$ cat config.mk
export PLATFORM = sky130hd
export DESIGN_NAME = io_arbiter
export DESIGN_NICKNAME = d
export VERILOG_FILES = /design/src/rtl/io_pkg.sv /design/src/rtl/io_rr_picker.sv /design/src/rtl/io_arbiter.sv
export SDC_FILE = /design/constraint.sdc
export NUM_CORES = 1
export LEC_CHECK = 0
export ABC_CLOCK_PERIOD_IN_PS = 2300
export CAP_MARGIN = 20
export CORE_MARGIN = 4
export CORE_UTILIZATION = 42
export DETAILED_ROUTE_END_ITERATION = 16
export PLACE_DENSITY = 0.82
export SYNTH_ARGS = -nofsm -noshare
export SYNTH_HDL_FRONTEND = slang
export SYNTH_SLANG_ARGS = --single-unit
$ cat constraint.sdc
create_clock -name clk -period 2.3 [get_ports clk]
set_clock_uncertainty 0.15 [all_clocks]
set_input_delay 0.69 -clock clk [delete_from_list [all_inputs] [get_ports clk]]
set_output_delay 0.69 -clock clk [all_outputs]
set_load 0.01 [all_outputs]
$ cat src/rtl/io_pkg.sv
// Shared definitions for the io_devices arbiter: channel map, FSM encoding, defaults.
package io_pkg;

  localparam logic [3:0] CH_RD_DATA    = 4'd1;
  localparam logic [3:0] CH_RD_COUNTER = 4'd2;
  localparam logic [3:0] CH_RD_CONSOLE = 4'd3;
  localparam logic [3:0] CH_WR_APP     = 4'd1;
  localparam logic [3:0] CH_WR_COUNTER = 4'd2;
  localparam logic [3:0] CH_WR_CONSOLE = 4'd3;

  localparam logic [1:0] ST_IDLE  = 2'd0;
  localparam logic [1:0] ST_ISSUE = 2'd1;
  localparam logic [1:0] ST_WAIT  = 2'd2;
  localparam logic [1:0] ST_DONE  = 2'd3;

  localparam int IO_TIMEOUT_DEF = 16;

  typedef struct packed {
    logic id;
    logic wr;
  } io_req_t;

endpackage

$ cat src/rtl/io_rr_picker.sv
// Two-way round-robin grant; pointer moves to the other requester after each completion.
module io_rr_picker (
  input  logic       clk,
  input  logic       reset_i,
  input  logic [1:0] i_pend,
  input  logic       i_adv,
  input  logic       i_served,
  output logic       o_vld,
  output logic       o_gnt
);

  logic r_ptr;

  always_ff @(posedge clk) begin
    if (reset_i)    r_ptr <= 1'b0;
    else if (i_adv) r_ptr <= ~i_served;
  end

  assign o_vld = |i_pend;
  assign o_gnt = (&i_pend) ? r_ptr : i_pend[1];

endmodule

$ cat src/rtl/io_arbiter.sv
// Shares one io_devices port between the program loader (0) and execution unit (1).
module io_arbiter
  import io_pkg::*;
#(
  parameter int D_WIDTH        = 34,
  parameter int PA_WIDTH       = 4,
  parameter int TIMEOUT_CYCLES = IO_TIMEOUT_DEF
) (
  input  logic                clk,
  input  logic                reset_i,
  input  logic [1:0]          rq_read_req_i,
  input  logic [1:0]          rq_write_req_i,
  input  logic [PA_WIDTH-1:0] rq0_addr_i,
  input  logic [PA_WIDTH-1:0] rq1_addr_i,
  input  logic [D_WIDTH-1:0]  rq0_din_i,
  input  logic [D_WIDTH-1:0]  rq1_din_i,
  output logic [D_WIDTH-1:0]  rq_dout_o,
  output logic [1:0]          rq_ack_o,
  output logic [1:0]          rq_err_o,
  output logic                dev_read_req_o,
  output logic                dev_write_req_o,
  output logic [PA_WIDTH-1:0] dev_read_addr_o,
  output logic [PA_WIDTH-1:0] dev_write_addr_o,
  output logic [D_WIDTH-1:0]  dev_din_o,
  input  logic [D_WIDTH-1:0]  dev_dout_i,
  input  logic                dev_read_ack_i,
  input  logic                dev_write_ack_i
);

  logic [1:0]          r_state;
  io_req_t             r_req;
  logic [PA_WIDTH-1:0] r_addr;
  logic [D_WIDTH-1:0]  r_din;
  logic [D_WIDTH-1:0]  r_dout;
  logic [7:0]          r_cnt;
  logic                r_err;

  logic w_vld, w_gnt, w_issue, w_done, w_ack;

  io_rr_picker u_pick (
    .clk     (clk),
    .reset_i (reset_i),
    .i_pend  (rq_read_req_i | rq_write_req_i),
    .i_adv   (w_done),
    .i_served(r_req.id),
    .o_vld   (w_vld),
    .o_gnt   (w_gnt)
  );

  assign w_issue = (r_state == ST_ISSUE);
  assign w_done  = (r_state == ST_DONE);
  // Only the ack matching the latched op counts.
  assign w_ack   = r_req.wr ? dev_write_ack_i : dev_read_ack_i;

  assign dev_read_req_o   = w_issue & ~r_req.wr;
  assign dev_write_req_o  = w_issue &  r_req.wr;
  assign dev_read_addr_o  = dev_read_req_o  ? r_addr : '0;
  assign dev_write_addr_o = dev_write_req_o ? r_addr : '0;
  assign dev_din_o        = dev_write_req_o ? r_din  : '0;

  assign rq_ack_o  = w_done ? (r_req.id ? 2'b10 : 2'b01) : 2'b00;
  assign rq_err_o  = rq_ack_o & {2{r_err}};
  assign rq_dout_o = r_dout;

  always_ff @(posedge clk) begin
    if (reset_i) begin
      r_state <= ST_IDLE;
      r_req   <= '0;
      r_addr  <= '0;
      r_din   <= '0;
      r_dout  <= '0;
      r_cnt   <= '0;
      r_err   <= 1'b0;
    end else begin
      case (r_state)
        ST_IDLE: begin
          if (w_vld) begin
            // A requester with both bits set gets its write served first.
            r_req.id <= w_gnt;
            r_req.wr <= rq_write_req_i[w_gnt];
            r_addr   <= w_gnt ? rq1_addr_i : rq0_addr_i;
            r_din    <= w_gnt ? rq1_din_i  : rq0_din_i;
            r_err    <= 1'b0;
            r_state  <= ST_ISSUE;
          end
        end
        ST_ISSUE: r_state <= ST_WAIT;
        ST_WAIT: begin
          if (w_ack) begin
            r_dout  <= r_req.wr ? '0 : dev_dout_i;
            r_state <= ST_DONE;
          end else if (r_cnt == 8'(TIMEOUT_CYCLES - 1)) begin
            r_cnt   <= r_cnt + 8'd1;
            r_dout  <= '1;
            r_err   <= 1'b1;
            r_state <= ST_DONE;
          end else begin
            r_cnt <= r_cnt + 8'd1;
          end
        end
        default: begin
          r_cnt   <= '0;
          r_state <= ST_IDLE;
        end
      endcase
    end
  end

endmodule

# After elaboration in Yosys (flattened, before gate mapping)
# Index checks and enable logic that the tools add are counted.
# W data, S select, Z words.
# totals
wordCells,61
output_inout_bits,82
input_bits,118
regBits,86
# op_classes
n_mux,24
bitwise_logic,7
reduce_logical,11
n_eq_ne,8
addsub,1
magnitude_cmp,1
# op_table
operator,count
$mux W34,5
$pmux W8 S2,1
$mux W4,3
$mux W2,5
$reduce_and A2 Y1,5
$add A8 B1 Y8 const B,1
$eq A8 B4 Y1 const B,1
$mux W8,1
$mux W1,7
$pmux W2 S3,1
$eq A2 B2 Y1 const B,2
$ne A2 B2 Y1 const B,2
$reduce_and A4 Y1,1
$reduce_bool A2 Y1,2
$reduce_or A2 Y1,2
$ne A3 B3 Y1 const B,1
$not A1 Y1,3
$and A1 B1 Y1,2
$and A2 B2 Y2,1
$eq A2 B1 Y1 const B,1
$logic_not A2 Y1,1
$lt A1 B2 Y1 const B,1
$ne A2 B1 Y1 const B,1
$or A2 B2 Y2,1
$pmux W1 S2,1

# Depth between registers and ports, before layout
# depth
word_depth,5
mapped_depth,7
mapped_depth_nobuf,6

# Hierarchy
# From an unflattened synthesis, not the netlist that was laid out.
# unflattened
hier_cells,469
hier_area_um2,4149.0
# modules_own_cells
module,seq_area_each_um2,area_each_um2,cells_per_inst,n_inst
io_arbiter,1701.6,4095.2,463,1
io_rr_picker,20.0,53.8,6,1

# Worst setup path before layout
# OpenSTA, ideal clock, no wires.
# synth_timing
kind,register -> output
start,register r_state[1]
end,output port dev_read_addr_o[0]
stages_incl_launch_ff,6
slack_ns,0.082
arrival_time_ns,1.378
path_cell_list,dfxtp_1 inv_1 ha_1 clkbuf_1 nor2b_1 and2_1
# synth_via
elab_chain_cells,3
# synth_lines
element,line_no,source
start: declaration,io_arbiter.sv:30,logic [1:0] r_state;
start signal: assignment,io_arbiter.sv:67,r_state <= ST_IDLE;
start signal: assignment,io_arbiter.sv:84,r_state <= ST_ISSUE;
start signal: assignment,io_arbiter.sv:87,ST_ISSUE: r_state <= ST_WAIT;
$eq A2 B1 Y1,io_arbiter.sv:50,assign w_issue = (r_state == ST_ISSUE);
$and A1 B1 Y1,io_arbiter.sv:55,assign dev_read_req_o = w_issue & ~r_req.wr;
named net dev_read_req_o,io_arbiter.sv:20,"output logic dev_read_req_o,"
$mux W4,io_arbiter.sv:57,assign dev_read_addr_o = dev_read_req_o ? r_addr : '0;
end: declaration,io_arbiter.sv:22,"output logic [PA_WIDTH-1:0] dev_read_addr_o,"
# The timed path passes the listed nets, and every way through them passes these cells.

# Final worst setup path
# layout_timing
start,register r_state[1]
end,output port dev_read_addr_o[3]
# layout_via
elab_chain_cells,3
# layout_lines
element,line_no
$eq A2 B1 Y1,io_arbiter.sv:50
$and A1 B1 Y1,io_arbiter.sv:55
$mux W4,io_arbiter.sv:57
# Every way passes these cells.

==> impl_metrics.tcl <==
set metrics [dict create \
    drc_errors 0 \
    fill_cells 781 \
    min_path_cells 2 \
    r2r-end "r_cnt[7]" \
    worstSetupPathType "reg2out" \
    syn_inst 468 \
    cts_max_level 3 \
    diodes 0 \
    yosysWarnings 0 \
    track_usage_pct 20.9 \
    cap_violations 0 \
    drive_above_1_share_pct 22.3 \
    tightest_slew_ps 627 \
    ys_seq_area_share_pct 40.1 \
    dieHeight_um 109 \
    hold-path-endpoint "rq_dout_o[12]" \
    die_area_sq_mm 0.0119 \
    syn_area_per_cell_sq_um 9.17 \
    gr-total-overflow 0 \
    fin_nets 796 \
    grt_pass1_vias 4071 \
    rows 36 \
    clock.fmax_ghz 0.435 \
    dieWidth_um 109 \
    peakVddDrop_mv 0.576 \
    synth_cell_types 42 \
    clk_root_buffer_cell "clkbuf_8" \
    async_flop_share_pct 0 \
    ys_top_cells_by_area "dfxtp_1, mux2i_1, a221oi_2, and3_1, nand2b_1" \
    cts_tree "built" \
    worstReg2RegStart "r_req[0]" \
    yosysTopAreaCell "dfxtp_1" \
    via_per_inst 5.21 \
    multi_input_area_sq_mm 0.00234 \
    p_leak_nw 2.92 \
    period_needed_ps 2300 \
    final_cell_mix "clkdlybuf4s50_1, dfxtp_1, buf_2" \
    ff2ff_setup_slack_ps 130 \
    syn-cell-area_sq_mm 0.00429 \
    reg2reg_depth 6 \
    layout_commonest_cell "clkdlybuf4s50_1" \
    slew_viol_final 0 \
    startpoint_type "register" \
    via_count 4228 \
    endpoint_kind "output pin" \
    clkTransAtPathRegs_ps 80 \
    dp_hpwl_um 9710 \
    first_iter_violations 190 \
    fin_crit_sh_pct 99.9 \
    hold_buffers 0 \
    clk_latency_ps 350 \
    gp_congestion 0.728 \
    crit_arrival_ps 1460 \
    seq_area_sq_mm 0.00173 \
    initial_core_util_pct 43.5 \
    setup_viol 0 \
    wl_per_cell_um 16.6 \
    numCtsBuffers 9 \
    cts_sinks 86 \
    core_area_sq_mm 0.00986 \
    powerDensity_mw_per_mm2 949 \
    rsz0062_at_grt "true" \
    synthFlopType "dfxtp_1" \
    synth_top_area_share_pct 40.1 \
    grt_max_degree 60 \
    io_buffers 199 \
    firstDrtPassIters 4 \
    hp-start "rq_dout_o[12]" \
    grt_pass1_wl_um 19600 \
    run_status "completed" \
    critPathRequiredTime_ps 1460 \
    path_max_fanout 5 \
    area_growth_pct 57.9 \
    cts_max_path_buffers 2 \
    syn-num-nets 591 \
    synth_edf_count 0 \
    slew_headroom_pct 58.1 \
    ant_nets 0 \
    finalHoldWorstSlack_ps 313 \
    antenna_found_initial 0 \
    wirelength_um 13400 \
    finalPower_w 0.00643 \
    io_pins 200 \
    hold_viol_final 0 \
    ys_ff_latch 86 \
    worstHoldPathType "reg2reg" \
]
==> critical path, cell delays in order (launching register included) <==
cell and delay [ps]:
dfxtp_2 330, inv_2 70, ha_4 190, nor2b_4 230, and2_4 190, buf_6 100
==> per-stage QoR <==
step	instances	instance area (sq um)	setup TNS, ps	setup slack [ps]	util, %
floorplan	468	4290	0	81.9	-
global placement	791	6590	-11710	-252	66.8
detailed placement	791	6590	-15870	-365	66.8
CTS	809	6680	-71.7	-36.1	67.7
global route	811	6780	-308	-69.6	68.7
finish	811	6780	0	2.70	68.7
==> report_power, final <==
part           switching, W  leakage [nW]  internal [W]  total [W]
Sequential         0.000229         0.708       0.00192    0.00215
Clock              0.000531        0.0996      0.000561    0.00109
Combinational       0.00160          2.11       0.00159    0.00319
Total               0.00236          2.92       0.00407    0.00643
==> layout make-up <==
| cell class | count | share of cell area, % |
|---|---|---|
| timing repair buffer | 234 | 32.3 |
| sequential | 86 | 25.5 |
| tap | 133 | 2.46 |
| inverter | 40 | 2.22 |
| clock buffer | 13 | 2.35 |
| multi-input combinational | 302 | 34.5 |
| clock inverter | 3 | 0.628 |
==> flip-flops by register name, indices dropped and copies added, names as in the netlist <==
name	cells
u_pick.r_ptr	1
r_addr	4
r_req	2
rq_dout_o	34
r_state	2
r_din	34
r_err	1
r_cnt	8
==> synthesized netlist by cell type, drive strengths merged (2+ instances only) <==
cell    number
dfxtp       86
inv         40
and3        39
mux2i       39
a221oi      34
nand2b      34
nor2        30
a21oi       29
clkbuf      27
o21ai       26
a211oi      20
buf         14
nand2        8
and2         6
ha           5
nand3        3
nor2b        3
xnor2        3
mux2         2
nand4        2
o211ai       2
o31ai        2
or3          2
or4          2
==> routing by layer <==
| metal | up-vias | global-route usage [%] | wire (um) |
|---|---|---|---|
| met5 | - | 0 | 0 |
| met4 | 0 | 7.57 | 240 |
| met3 | 16 | 4.68 | 1170 |
| met2 | 181 | 36.8 | 6600 |
| li1 | 2073 | - | - |
| met1 | 1958 | 24.9 | 5420 |
==> repair_timing <==
| item | CTS | global route |
|---|---|---|
| endpoints found under the setup margin | 50 | 25 |
| gates cloned | 1 | 2 |
| buffers inserted | 1 | 1 |
| pin swaps | 6 | 3 |
| gates resized for setup | 210 | 21 |
==> worst max path at each step <==
stage | from | slack (ps) | cells past startpoint | to
detailed placement | dev_write_ack_i | -360 | 4 | rq_dout_o[15]
global placement | dev_write_ack_i | -250 | 4 | rq_dout_o[33]
finish | r_state[1] | 3 | 5 | dev_read_addr_o[3]
CTS | r_state[1] | -40 | 5 | dev_din_o[14]
floorplan | r_state[1] | 80 | 5 | dev_read_addr_o[0]
global route | r_state[1] | -70 | 5 | dev_read_addr_o[0]
==> kinds of logic after synthesis <==
family	Yosys count	share of synthesized area (%)
XOR/XNOR	4	0.816
AND/OR/NAND/NOR	131	17.1
AO/OA/AOI/OAI	120	22.6
adder cells (fa/ha/maj)	5	1.46
multiplexers	41	9.91
buffers and inverters	81	7.96
flip-flops	86	40.1
No activity file was read; power rests on OpenSTA's default activity.
